==> src/rtl/pipe_ctrl_pkg.sv <==
// Shared definitions for the pipeline controller: FSM state encoding
// and the register-index width.
package pipe_ctrl_pkg;

    localparam int REG_W = 5;

    typedef enum logic [1:0] {
        RUN      = 2'd0,
        MUL_BUSY = 2'd1,
        HALT     = 2'd2
    } state_t;

endpackage

==> src/rtl/pipe_ctrl_hazard_detect.sv <==
// Combinational load-use hazard detection between the EX load and the
// instruction sitting in ID.
module hazard_detect
    import pipe_ctrl_pkg::*;
(
    input  logic [REG_W-1:0] ex_rd,
    input  logic             ex_memread,
    input  logic [REG_W-1:0] id_rs1,
    input  logic [REG_W-1:0] id_rs2,
    input  logic             id_use_rs1,
    input  logic             id_use_rs2,
    output logic             hazard
);

    logic hit1;
    logic hit2;

    assign hit1   = id_use_rs1 && (ex_rd == id_rs1);
    assign hit2   = id_use_rs2 && (ex_rd == id_rs2);
    assign hazard = ex_memread && (ex_rd != '0) && (hit1 || hit2);

endmodule

==> src/rtl/pipe_ctrl.sv <==
// Pipeline stall/flush/halt controller. Define PIPE_CTRL_MUL_STALL_EN
// to hold a multiply in EX for MUL_LAT cycles; otherwise it takes one.
module pipe_ctrl
    import pipe_ctrl_pkg::*;
#(
    parameter int MUL_LAT = 3
) (
    input  logic             CLK,
    input  logic             RST,
    input  logic [REG_W-1:0] ID_RS1,
    input  logic [REG_W-1:0] ID_RS2,
    input  logic             ID_USE_RS1,
    input  logic             ID_USE_RS2,
    input  logic [REG_W-1:0] EX_RD,
    input  logic             EX_MEMREAD,
    input  logic             EX_BR_TAKEN,
    input  logic             EX_IS_MUL,
    input  logic             DMEM_BUSY,
    input  logic             WB_HALT,
    output logic             PC_WREN,
    output logic             IFID_WREN,
    output logic             IDEX_WREN,
    output logic             EXMEM_WREN,
    output logic             MEMWB_WREN,
    output logic             IFID_FLUSH,
    output logic             IDEX_FLUSH,
    output logic             EXMEM_FLUSH,
    output logic [31:0]      STALL_CNT,
    output logic             HALTED
);

    state_t      state;
    state_t      state_n;
    logic [31:0] stall_q;
    logic [4:0]  wren;
    logic [2:0]  flush;
    logic        hazard;
    logic        halting;
    logic        stall_inc;

`ifdef PIPE_CTRL_MUL_STALL_EN
    logic [3:0] mul_cnt;
    logic [3:0] mul_cnt_n;
`else
    logic unused_mul;
    assign unused_mul = &{1'b0, EX_IS_MUL, 4'(MUL_LAT)};
`endif

    hazard_detect u_hazard (
        .ex_rd      (EX_RD),
        .ex_memread (EX_MEMREAD),
        .id_rs1     (ID_RS1),
        .id_rs2     (ID_RS2),
        .id_use_rs1 (ID_USE_RS1),
        .id_use_rs2 (ID_USE_RS2),
        .hazard     (hazard)
    );

    assign halting   = (state == HALT) || WB_HALT;
    assign stall_inc = !halting && !wren[4];

    // wren = {PC, IFID, IDEX, EXMEM, MEMWB}; flush = {IFID, IDEX, EXMEM}
    always_comb begin
        wren    = '1;
        flush   = '0;
        state_n = state;
`ifdef PIPE_CTRL_MUL_STALL_EN
        mul_cnt_n = mul_cnt;
`endif
        if (halting) begin
            wren    = '0;
            state_n = HALT;
        end else if (DMEM_BUSY) begin
            wren = '0;
`ifdef PIPE_CTRL_MUL_STALL_EN
        end else if (state == MUL_BUSY) begin
            if (mul_cnt != 4'd0) begin
                wren      = 5'b00011;
                flush     = 3'b001;
                mul_cnt_n = mul_cnt - 4'd1;
            end else begin
                state_n = RUN;
            end
        end else if (EX_IS_MUL) begin
            wren      = 5'b00011;
            flush     = 3'b001;
            state_n   = MUL_BUSY;
            mul_cnt_n = 4'(MUL_LAT - 2);
`endif
        end else if (EX_BR_TAKEN) begin
            flush = 3'b110;
        end else if (hazard) begin
            wren  = 5'b00111;
            flush = 3'b010;
        end
    end

    always_ff @(posedge CLK) begin
        if (RST) begin
            state   <= RUN;
            stall_q <= '0;
`ifdef PIPE_CTRL_MUL_STALL_EN
            mul_cnt <= '0;
`endif
        end else begin
            state <= state_n;
`ifdef PIPE_CTRL_MUL_STALL_EN
            mul_cnt <= mul_cnt_n;
`endif
            if (stall_inc && (stall_q != '1))
                stall_q <= stall_q + 32'd1;
        end
    end

    assign {PC_WREN, IFID_WREN, IDEX_WREN, EXMEM_WREN, MEMWB_WREN} = wren;
    assign {IFID_FLUSH, IDEX_FLUSH, EXMEM_FLUSH} = flush;
    assign STALL_CNT = stall_q;
    assign HALTED    = (state == HALT);

endmodule

==> config.mk <==
export PLATFORM = sky130hd
export DESIGN_NAME = pipe_ctrl
export DESIGN_NICKNAME = d
export VERILOG_FILES = /design/src/rtl/pipe_ctrl_pkg.sv /design/src/rtl/pipe_ctrl_hazard_detect.sv /design/src/rtl/pipe_ctrl.sv
export SDC_FILE = /design/constraint.sdc
export NUM_CORES = 1
export LEC_CHECK = 0
export BUFFER_PORTS_ARGS = -buffer_cell sky130_fd_sc_hd__buf_2
export CORE_MARGIN = 5
export CORE_UTILIZATION = 26
export DETAILED_ROUTE_END_ITERATION = 7
export SLEW_MARGIN = 20
export SYNTH_ARGS = -nofsm -noshare
export SYNTH_HDL_FRONTEND = slang
export SYNTH_HIERARCHICAL = 1
export SYNTH_SLANG_ARGS = --single-unit
==> constraint.sdc <==
create_clock -name CLK -period 2.4 [get_ports CLK]
set_input_delay 0.48 -clock CLK [delete_from_list [all_inputs] [get_ports CLK]]
set_output_delay 0.48 -clock CLK [all_outputs]
set_load 0.02 [all_outputs]
* After elaboration in Yosys (flattened, before gate mapping)
Cells that the tools add are included.
Widths: inputs -> output; s select.
** Word-level totals
- Flip-flop bits (word level) :: 33
- Input bits :: 24
- Logic and storage cells :: 25
** Cells by class
- Add/sub/neg operators :: 1
- Equal/unequal tests :: 3
- Muxes and demuxes :: 8
- Reductions and logical operators :: 11
** Operators by type and width (number)
- $add 32x1->32 const B :: 1
- $ne 32x32->1 const B :: 1
- $mux 5 :: 4
- $eq 5x5->1 :: 2
- $mux 3 :: 3
- $logic_and 1x1->1 :: 6
- $reduce_bool 5->1 :: 1
- $logic_not 1->1 :: 2
- $logic_or 1x1->1 :: 2
- $mux 2 :: 1

* Longest topological paths before layout
- Depth after elaboration :: 11
- Gate-level depth with buffers :: 10
- Mapped depth without buffers :: 9

* Cells and area by module
The synthesis kept the hierarchy.
** Modules (own cells, without submodules)
- pipe_ctrl :: times used 1, cells each 224, area each 1986.9 um^2
- hazard_detect :: times used 1, cells each 17, area each 133.9 um^2

* Worst setup path after synthesis
Ideal clock, no wire load.
- Path kind :: in2reg
- Start :: input port EX_RD[0]
- End :: register stall_q[8] (netlist: STALL_CNT[8])
- Data arrival time :: 2.386 ns
- Slack :: -0.056 ns
- Stages :: 9
- Buffers on the path :: 1
- Cell sequence :: xor2_1 -> nor4_2 -> nand3_1 -> a21oi_1 -> nor2b_1 -> o21ai_1 -> clkbuf_1 -> or4_1 -> a21oi_2
** Between the ends
- Longest elaborated chain between the ends :: 11
- Elaborated cells on any way between the ends :: 15
- Those cells by class :: eq/ne (2); mux (4); reduce/logical (9)
** RTL lines
- start: declaration :: RTL line pipe_ctrl.sv:14 : input logic [REG_W-1:0] EX_RD,
- $eq 5x5->1 (on tied branches) :: RTL line pipe_ctrl_hazard_detect.sv:18, pipe_ctrl_hazard_detect.sv:19
- $logic_and 1x1->1 (on tied branches) :: RTL line pipe_ctrl_hazard_detect.sv:18, pipe_ctrl_hazard_detect.sv:19
- $logic_or 1x1->1 :: RTL line pipe_ctrl_hazard_detect.sv:20 : assign hazard = ex_memread && (ex_rd != '0) && (hit1 || hit2);
- $logic_and 1x1->1 * :: RTL line pipe_ctrl_hazard_detect.sv:20
- named net hazard :: RTL line pipe_ctrl.sv:37 : logic hazard;
- $mux 5 * :: RTL line pipe_ctrl.sv:92 : end else if (hazard) begin
- $mux 5 * :: RTL line pipe_ctrl.sv:90 : end else if (EX_BR_TAKEN) begin
- $mux 5 * :: RTL line pipe_ctrl.sv:73 : end else if (DMEM_BUSY) begin
- $mux 5 * :: RTL line pipe_ctrl.sv:70 : if (halting) begin
- $logic_not 1->1 * :: RTL line pipe_ctrl.sv:60 : assign stall_inc = !halting && !wren[4];
- $logic_and 1x1->1 * :: RTL line pipe_ctrl.sv:60
- $logic_and 1x1->1 * :: RTL line pipe_ctrl.sv:110 : if (stall_inc && (stall_q != '1))
- end signal: assignment :: RTL line pipe_ctrl.sv:111 : stall_q <= stall_q + 32'd1;
- end: declaration :: RTL line pipe_ctrl.sv:34 : logic [31:0] stall_q;
The timed path passes the listed nets; every way through them passes the cells marked *.
A chain may end at the register's enable or synchronous reset.

* Final worst setup path
- Start :: input port EX_RD[2]
- End :: register stall_q[22] (netlist: STALL_CNT[22])
Same word-level chain as after synthesis.

==> summary.md <==
| Metric | Value |
|---|---|
| Hold-fix buffers at CTS | `0` |
| Antenna-violating nets left | `0` |
| Startpoint Class | `input port` |
| Vias in the first global route | `around 1900` |
| Nature of the critical path endpoint | `register` |
| Clock network power share | `0.389` |
| Avg Cell Area, Syn | `8.80 µm²` |
| Commonest register cell after synthesis | `dfxtp_1` |
| Initial DRC count | `122` |
| Fin crit period | `2340 ps` |
| HPWL Detailed | `4470 µm` |
| Mapped Area | `between 0.002 and 0.0025 mm²` |
| Synth cell types | `52` |
| All-layer global routing usage | `0.111` |
| Total congestion overflow | `0` |
| RR Startpoint | `STALL_CNT[7]` |
| Filler cells | `845` |
| Final Max Slew Viols | `0` |
| Maximum fanout along the worst path | `5` |
| Critical Path RT | `2570 ps` |
| End of the critical path | `STALL_CNT[22]` |
| Final setup fails | `0` |
| Setup CP Type | `in -> reg` |
| WP data arrival | `about 2500 ps` |
| Area growth from synthesis to layout | `31.6%` |
| Flops & latches, synth | `33` |
| Clock Path Buffers | `2` |
| Launch point of the worst path | `EX_RD[2]` |
| Switching share of total power | `0.241` |
| Worst R2R End | `STALL_CNT[23]` |
| Worst-path clk slew | `~70 ps` |
| Die footprint | `0.0101 mm²` |
| Combinational power share | `0.105` |
| Die X-Extent | `100 µm` |
| Max-slew headroom | `0.524` |
| CTS tree | `yes` |
| IO Pins | `65` |
| Via/cell ratio | `5.14` |
| Worst Tran Pin Value | `between 700 and 800 ps` |
| Sequential share of power | `0.507` |
| Nets | `340` |
| Port Buffers | `62` |
| Root Buffer Master | `clkbuf_8` |
| First-pass GRT wire length | `9180 µm` |
| # diodes | `0` |
| Post-synthesis sequential area ratio | `0.312` |
| Pin count of the biggest net entering global routing | `44` |
| Clock Latency Late Sink | `280 ps` |
| CTS buffer count | `5` |
| Row count | `33` |
| Hold Vio Cnt, Final | `0` |
| Total leakage power | `1.07 nW` |
| Period utilization | `0.974` |
| CTS H-tree depth | `2` |
| DRT Pass-1 Iters | `4` |
| Cells after synthesis | `241` |
| R2r setup slk | `300 ps` |
| Routed Wire Length | `between 6000 and 7000 µm` |
| Clock sink count | `33` |
| Number of synthesized flops with an enable pin | `0` |
| Max Cap Viol | `0` |
| DRC viols | `0` |
| WL per Instance | `around 14 µm` |
| Post-Syn Nets | `266` |
| Peak Freq | `428 MHz` |
| Die Y | `100 µm` |
| Syn. warnings | `6` |
| Net Sw Power | `0.000263 W` |
| Core area | `0.00809 mm²` |
| Hold slack | `490 ps` |
| Status | `finished clean` |
| Initial antenna violation count | `0` |
| Initial Util | `0.262` |
| Share of layout cells above drive strength 1 | `0.410` |
| Max VDD drop | `150 µV` |
| Unrepaired setup endpoints after global routing | `yes` |
| Power Internal | `0.000828 W` |
| Clock skew | `between 4 and 5 ps` |
| Vias | `2160` |
| Overall power | `approximately 0.0011 W` |
| PD cells | `391 mW/mm²` |
| FF-to-FF path depth | `5` |
| Final Wtd Congestion | `0.860` |
| HP Class | `in -> reg` |
| Ys async rst share | `0` |
==> sequential cells by signal, summed over array words and instances, names as in the netlist <==
signal,count
STALL_CNT,32
state,1
==> cell usage after synthesis (4+ instances only) <==
library cell | instances | area share
o31ai_1 | 13 | 0.046
or3_1 | 7 | 0.021
nor2b_1 | 5 | 0.015
nand4_1 | 12 | 0.035
and2_1 | 6 | 0.018
o21ai_1 | 7 | 0.017
and4_1 | 7 | 0.029
or4_1 | 15 | 0.053
xor2_1 | 8 | 0.033
nor2_1 | 16 | 0.028
clkbuf_1 | 5 | 0.0089
nand2_1 | 8 | 0.014
buf_4 | 4 | 0.014
dfxtp_1 | 33 | 0.31
nor4_1 | 5 | 0.015
nand3_1 | 15 | 0.035
a21oi_1 | 10 | 0.024
a21oi_2 | 14 | 0.058
xnor2_1 | 6 | 0.025
==> power by group through the flow <==
stage | clock [W] | combinational [W] | sequential (W)
5_1_grt | 0.000466 | 0.000124 | 0.000553
4_1_cts | 0.000444 | 0.000109 | 0.000553
3_3_place_gp | 0 | 0.000105 | 0.000565
2_1_floorplan | 0 | 0.0000552 | 0.000568
3_5_place_dp | 0 | 0.000107 | 0.000566
6_report | 0.000424 | 0.000114 | 0.000553
==> through the flow <==
step	instances	worst slack, ps	area (µm²)	TNS [ps]	util
6_report	420	61.2	2790	0	0.345
5_1_grt	420	-68.9	2790	-433	0.345
4_1_cts	420	11.7	2710	0	0.335
3_5_place_dp	413	-305	2610	-6160	0.322
3_3_place_gp	413	-333	2610	-5800	0.322
2_1_floorplan	241	17.4	2120	0	-
==> cell type report <==
type | count | area, µm² | area share
multi-input combinational | 192 | 1420 | 0.509
sequential | 33 | 661 | 0.237
timing repair buffer | 81 | 485 | 0.174
tap | 105 | 131 | 0.0471
clock buffer | 7 | 86.3 | 0.0309
inverter | 2 | 7.51 | 0.00269
==> what timing repair did <==
action                     CTS  global route
cloned                       0             0
pin swaps                    1            14
setup buffers                0             0
setup endpoints to repair    4            24
gates resized for setup      4            21
==> how the worst min path moves through the flow <==
stage | slack (ps) | cells after the start | startpoint | endpoint
2_1_floorplan | 570 | 2 | STALL_CNT[25] | STALL_CNT[25]
3_3_place_gp | 490 | 2 | STALL_CNT[23] | STALL_CNT[23]
3_5_place_dp | 510 | 2 | STALL_CNT[10] | STALL_CNT[10]
4_1_cts | 480 | 3 | WB_HALT | state[1]
5_1_grt | 500 | 3 | WB_HALT | state[1]
6_report | 490 | 3 | WB_HALT | state[1]
==> worst max-delay path, cell delays in order <==
cell      delay, ps
buf_6           100
buf_4           130
or4_4           510
o21ai_2         150
a21oi_2          60
nor2b_4         140
o211ai_1        390
nor2_2          140
nand3_2         110
mux2_4          290
==> cell usage in the layout, fill, tap and decap left out, drive strengths merged, types with 5 or more instances in the layout <==
cell type	instances
and4	7
nand4	15
dfxtp	33
buf	81
and2	6
o31ai	13
or3	8
clkbuf	7
xor2	8
or4	15
nand3	15
nand2	9
o21ai	9
nor2b	5
nor4	8
a21oi	24
nor2	16
xnor2	6
==> cells by family (layout without fill, tap and decap cells) <==
family                   count (synthesis)  count (layout)  share of synthesized area
flip-flops                              33              33                      0.312
multiplexers                             2               2                     0.0106
buffers and inverters                   16              90                     0.0560
other                                    1               1                    0.00177
XOR/XNOR                                14              14                     0.0578
AO/OA/AOI/OAI                           60              60                      0.202
AND/OR/NAND/NOR                        114             114                      0.354
adder cells (fa/ha/maj)                  1               1                    0.00590
==> layer usage <==
layer | GRT usage | up-vias | part of all wire
li1 | - | 1073 | -
met1 | 0.139 | 1009 | 0.43
met2 | 0.187 | 71 | 0.47
met3 | 0.0278 | 7 | 0.085
met4 | 0.0373 | 0 | 0.012
met5 | 0 | - | 0
Note: power is estimated with default switching activity, not from simulation.
